`config.mk`:
```
export PLATFORM = sky130hd
export DESIGN_NAME = jchk_run_detect
export DESIGN_NICKNAME = d
export VERILOG_FILES = /design/src/rtl/jchk_pkg.sv /design/src/rtl/jchk_run_detect.sv
export SDC_FILE = /design/constraint.sdc
export NUM_CORES = 1
export LEC_CHECK = 0
export BUFFER_PORTS_ARGS = -buffer_cell sky130_fd_sc_hd__buf_2
export CORE_AREA = 2 2 39 41
export DETAILED_ROUTE_END_ITERATION = 7
export DIE_AREA = 0 0 41 43
export PLACE_DENSITY = 0.7
export SYNTH_ARGS = -nofsm -noshare
export SYNTH_HDL_FRONTEND = slang
export SYNTH_SLANG_ARGS = --single-unit
```
`constraint.sdc`:
```
create_clock -name clk -period 1.76 [get_ports clk]
set_clock_uncertainty 0.1 [all_clocks]
set_input_delay 0.176 -clock clk [delete_from_list [all_inputs] [get_ports clk]]
set_output_delay 0.176 -clock clk [all_outputs]
set_load 0.01 [all_outputs]
```
`src/rtl/jchk_pkg.sv`:
```
// Shared types and helpers for the Johnson stream checker.
// JCHK_STAGES_OUT_EN enables the reconstructed stage_out port on the top.
package jchk_pkg;

  typedef enum logic {
    SEARCH = 1'b0,
    LOCKED = 1'b1
  } jchk_state_t;

  function automatic int phase_w(input int stages);
    return $clog2(2 * stages);
  endfunction

  function automatic logic expect_bit(
    input int ph,
    input int stages
  );
    return ph < stages;
  endfunction

  function automatic logic stage_bit(
    input int ph,
    input int k,
    input int stages
  );
    int d;
    d = (ph - k + 2 * stages) % (2 * stages);
    return d < stages;
  endfunction

endpackage

```
`src/rtl/jchk_run_detect.sv`:
```
// Run-length acquisition: reports when a ones-run and a zeros-run
// of exactly STAGES bits have been seen back to back.
module jchk_run_detect
  import jchk_pkg::*;
#(
  parameter int STAGES = 7
) (
  input  logic clk,
  input  logic rst_n,
  input  logic i_valid,
  input  logic i_search,
  input  logic i_seed,
  input  logic i_bit,
  output logic o_acq_hit,
  output logic o_acq_bit
);

  localparam int RW = $clog2(STAGES + 2);
  localparam logic [RW-1:0] RUN_FULL = RW'(STAGES);
  localparam logic [RW-1:0] RUN_MAX = RW'(STAGES + 1);

  logic          r_prev;
  logic [RW-1:0] r_run_len;
  logic          r_first;
  logic [1:0]    r_good;

  logic w_trans;
  logic w_run_ok;

  always_comb begin
    w_trans = i_valid && i_search &&
              (r_run_len != '0) &&
              (i_bit != r_prev);
    w_run_ok = (r_run_len == RUN_FULL);
    o_acq_hit = w_trans && !r_first &&
                w_run_ok && (r_good == 2'd1);
    o_acq_bit = i_bit;
  end

  always_ff @(posedge clk or negedge rst_n) begin
    if (!rst_n) begin
      r_prev    <= 1'b0;
      r_run_len <= '0;
      r_first   <= 1'b1;
      r_good    <= 2'd0;
    end else if (i_seed) begin
      r_prev    <= i_bit;
      r_run_len <= RW'(1);
      r_first   <= 1'b1;
      r_good    <= 2'd0;
    end else if (i_valid && i_search) begin
      r_prev <= i_bit;
      if (w_trans) begin
        r_run_len <= RW'(1);
        r_first   <= 1'b0;
        // a leading partial run is never judged
        if (r_first)
          r_good <= r_good;
        else if (o_acq_hit || !w_run_ok)
          r_good <= 2'd0;
        else
          r_good <= r_good + 2'd1;
      end else if (r_run_len != RUN_MAX) begin
        r_run_len <= r_run_len + RW'(1);
      end
    end
  end

endmodule

```
======== After elaboration in Yosys (flattened, before gate mapping) ========
Cells that the tools add are included.
W data, S select, Z words.
storage, ports and cells
  bits in registers ....................... 8
  input port bits ......................... 6
  output and inout port bits .............. 2
  logic and storage cells ................. 41
operators by class
  $add $sub $neg .......................... 2
  eq/ne operators ......................... 5
  muxes and demuxes ....................... 14
  reductions and logical operators ........ 16
operators by type and width
  operator               count
  $mux W4                4
  $mux W2                5
  $logic_and A1 B1 Y1    6
  $mux W1                5
  $add A4 B1 Y4 const B  1
  $eq A4 B3 Y1 const B   1
  $ne A4 B4 Y1 const B   1
  $reduce_and A2 Y1      2
  $reduce_bool A2 Y1     2
  $reduce_bool A4 Y1     1
  $reduce_and A3 Y1      1
  $reduce_bool A3 Y1     1
  $add A2 B1 Y2 const B  1
  $eq A2 B1 Y1 const B   1
  $logic_not A1 Y1       2
  $ne A2 B2 Y1 const B   1
  $logic_or A1 B1 Y1     1
  $ne A1 B1 Y1           1

======== Depth between registers and ports, before layout ========
  depth in word-level cells ............... 12
  gate-level depth with buffers ........... 5
  mapped depth without buffers ............ 5

======== Worst setup path before layout ========
OpenSTA, ideal clock, no wires.
  kind .................................... flip-flop to output port
  start ................................... register r_run_len[0]
  end ..................................... output o_acq_hit
  data arrival time ....................... 1417 ps
  required time ........................... 1484 ps
  path slack .............................. 67 ps
  stages on the path, launching flop included .. 6
  buffers on the path ..................... 0
  cells stage by stage .................... dfrtp_1 > inv_1 > ha_1 > nor3b_4 > nor4_2 > and3_1
on the way
  longest elaborated chain between the ends .. 6
  elaborated cells on any way between the ends .. 7
  classes of those cells .................. eq/ne (1); reduce/logical (6)
RTL lines
  element                   line                   text
  start: declaration        jchk_run_detect.sv:23  logic [RW-1:0] r_run_len;
  start signal: assignment  jchk_run_detect.sv:64  r_run_len <= r_run_len + RW'(1);
  $reduce_bool A4 Y1        jchk_run_detect.sv:32  (r_run_len != '0) &&
  $logic_and A1 B1 Y1       jchk_run_detect.sv:31  w_trans = i_valid && i_search &&
  $logic_and A1 B1 Y1       jchk_run_detect.sv:32
  $logic_and A1 B1 Y1       jchk_run_detect.sv:35  o_acq_hit = w_trans && !r_first &&
  $logic_and A1 B1 Y1 (*)   jchk_run_detect.sv:35
  $logic_and A1 B1 Y1 (*)   jchk_run_detect.sv:36  w_run_ok && (r_good == 2'd1);
  end: declaration          jchk_run_detect.sv:14  output logic o_acq_hit,
Every way passes the cells marked *; elsewhere a longest branch is shown, timed or not.

======== Final worst setup path ========
Ends and elaborated chain as after synthesis.

==> flow_metrics.env <==
export IMPL_hold_path_class="input pin to flop"
export IMPL_synthArstFlopShare_pct=100.0
export IMPL_viasPerCell=5.678
export IMPL_p_clk_share_pct=31.5
export IMPL_worstMarginPinSlew_ps=291.0
export IMPL_max_freq_mhz=527.2
export IMPL_p_sw_uw=139.7
export IMPL_yosysSeqAreaShare_pct=37.79
export IMPL_endpoint_kind="primary output"
export IMPL_powerDensity_nw_per_um2=694.6
export IMPL_synthesis_nets=64
export IMPL_layout_drive_gt1_share_pct=36.49
export IMPL_nets=84
export IMPL_cts_tree="done"
export IMPL_internal_power_uw=346.9
export IMPL_syn2layout_area_growth_pct=31.46
export IMPL_hp_start="i_search"
export IMPL_synth_edf_count=0
export IMPL_r2r_start="r_run_len[0]$_DFFE_PN0P_"
export IMPL_grt_pass1_wl_um=2180
export IMPL_reg2reg_setup_slack_ps=130
export IMPL_slew_viol_final=0
export IMPL_hold_depth=2
export IMPL_synthCells=55
export IMPL_antenna_found_initial=0
export IMPL_critical_path_startpoint_type="flop"
export IMPL_fillCellCount=133
export IMPL_violations="negative setup slack"
export IMPL_power_frac_seq_pct=43.0
export IMPL_drc_errors=0
export IMPL_rsz0062_at_grt="true"
export IMPL_grt_pass1_vias=541
export IMPL_grt_util_all_layers_pct=18.45
export IMPL_crit_start="r_run_len[0]$_DFFE_PN0P_"
export IMPL_grt_overflow_total=0
export IMPL_postLayoutSetupSlackWorst_ps=-137.0
export IMPL_detail_route_iter0_violations=23
export IMPL_worst_path_max_fanout=2
export IMPL_p_comb_share_pct=25.5
export IMPL_port_buffers=7
export IMPL_avgSynthCellArea_um2=9.691
export IMPL_gp_congestion=0.8615
export IMPL_min_period_ps=1897
export IMPL_wire_per_inst_um=15.31
export IMPL_synth_area_um2=533.0
export IMPL_num_antenna_cells=0
export IMPL_hpwlAfterDp_um=924.6
export IMPL_wirelength_um=1378
export IMPL_final_cell_mix="8 x buf_4, 7 x buf_2, 7 x dfrtp_1, 5 x nand2_1, 4 x or4_1"
export IMPL_ys_seq_elements=8
export IMPL_crit_required_ps=1480
export IMPL_synth_cell_types=28
export IMPL_clk_pin_slew_worst_paths_ps=60
export IMPL_clock_latency_ps=250
export IMPL_core_area_um2=1384
export IMPL_final_common_cell="buf_4"
export IMPL_path_class="flop to primary output"
export IMPL_reg2regPathDepth=6
export IMPL_start_util_pct=38.52
export IMPL_die_y_um=43
export IMPL_p_leak_uw=0.0003198
export IMPL_cts_max_path_buffers=2
export IMPL_status="finished, violations left"
export IMPL_yosysWarnings=0
export IMPL_maxSlewHeadroom_pct=80.45
export IMPL_htreeDepth=1
export IMPL_finalSetupTns_ps=-137.0
export IMPL_dr_pass1_iters=4
export IMPL_synth_ff_type="dfrtp_1"
export IMPL_clkSinkCount=8
export IMPL_drv_cap=0
export IMPL_post_route_period_util_pct=107.8
export IMPL_fp_dieW_um=41
export IMPL_min_delay_worst_endpoint="r_run_len[2]$_DFFE_PN0P_"
export IMPL_root_buffer="clkbuf_4"
export IMPL_ios=8
export IMPL_antenna_left=0
export IMPL_setup_viol=1
export IMPL_worstPathArrival_ps=1620
export IMPL_hold_viol_final=0
export IMPL_rows=14
export IMPL_die_area_um2=1763
export IMPL_grt_max_degree=14
export IMPL_irDropWorstVdd_v=0.0002159
export IMPL_dr_total_vias=511
export IMPL_p_sw_share_pct=28.71
export IMPL_r2r_end="r_run_len[0]$_DFFE_PN0P_"
export IMPL_power_uw=486.7
export IMPL_cts_buffers=3
[through the flow]
stage	hold slack, ps	setup slack (ps)	instance area, µm²	utilization [%]	instances
detailed placement	-71.34	31.74	606.8	43.85	80
CTS	55.10	-145.1	711.9	51.45	91
global route	55.48	-232.4	700.7	50.63	90
global placement	-67.22	85.02	606.8	43.85	80
floorplan	-219.6	67.11	533.0	-	55
finish	60.29	-137.0	700.7	50.63	90
[power groups by stage]
stage | Clock (µW) | Sequential, µW | Combinational, µW
after CTS | 158 | 209 | 116
after global placement | 0 | 210 | 92.1
after global routing | 169 | 210 | 139
after floorplan | 0 | 210 | 58.0
final | 153 | 209 | 124
after detailed placement | 0 | 211 | 95.3
[final cells by class]
cell class / instances / area (µm²) / area share (%)
multi-input combinational: 41 / 321.6 / 45.89
clock buffer: 4 / 26.28 / 3.750
sequential: 8 / 201.4 / 28.75
tap: 16 / 20.02 / 2.857
inverter: 4 / 15.01 / 2.143
timing repair buffer: 17 / 116.4 / 16.61
[worst max-delay path by stage]
stage,end,slack (ps),depth (start not counted)
floorplan,o_acq_hit,70,5
global placement,r_run_len[0]$_DFFE_PN0P_,90,5
detailed placement,r_run_len[0]$_DFFE_PN0P_,30,5
CTS,o_acq_hit,-150,6
global route,o_acq_hit,-230,6
finish,o_acq_hit,-140,6
[sequential cells by signal, indices dropped and copies added, names as in the netlist]
| register | cells |
|---|---|
| r_first | 1 |
| r_prev | 1 |
| r_good | 2 |
| r_run_len | 4 |
[cell usage after synthesis (all sizes together), types with 2 or more instances]
cell type  count  area, µm²
mux2i          2      20.02
inv            4      15.01
nand3b         3      22.52
nand2          5      18.77
nor2           2      7.510
ha             3      37.54
nor3           2      10.01
o21ai          2      10.01
or4            4      30.03
dfrtp          7      175.2
nand2b         2      12.51
a21oi          2      10.01
nand3          2      10.01
[cells by family after synthesis]
family | Yosys count | synth area share (%)
AOI/OAI and AO/OA | 10 | 12.21
xor gates and xnor gates | 1 | 3.052
adders and majority gates | 3 | 7.043
buffers and inverters | 6 | 4.929
DFF | 8 | 37.79
muxes | 2 | 3.756
and+or+nand+nor | 25 | 31.22
[worst max-delay path: stages (launching register included)]
cell	delay (ps)
dfrtp_1	360
inv_2	60
ha_4	150
nor3b_4	150
nor4_2	300
and3_1	220
buf_2	130
[timing repair]
item                                    in CTS  in global routing
hold buffers                                 1                  0
pin swaps                                    3                  4
buffers inserted                             6                  2
hold endpoints to repair                     8                  0
endpoints found under the setup margin       1                  4
resized for setup                            7                  1
[per-layer routing]
layer / up-vias / GRT usage, % / share of wire (%)
li1: 244 / - / -
met1: 241 / 19.54 / 39
met2: 22 / 30.63 / 53
met3: 4 / 6.806 / 5.8
met4: 0 / 8.000 / 1.8
met5: - / 0 / 0
No activity file was read; power rests on OpenSTA's default activity.
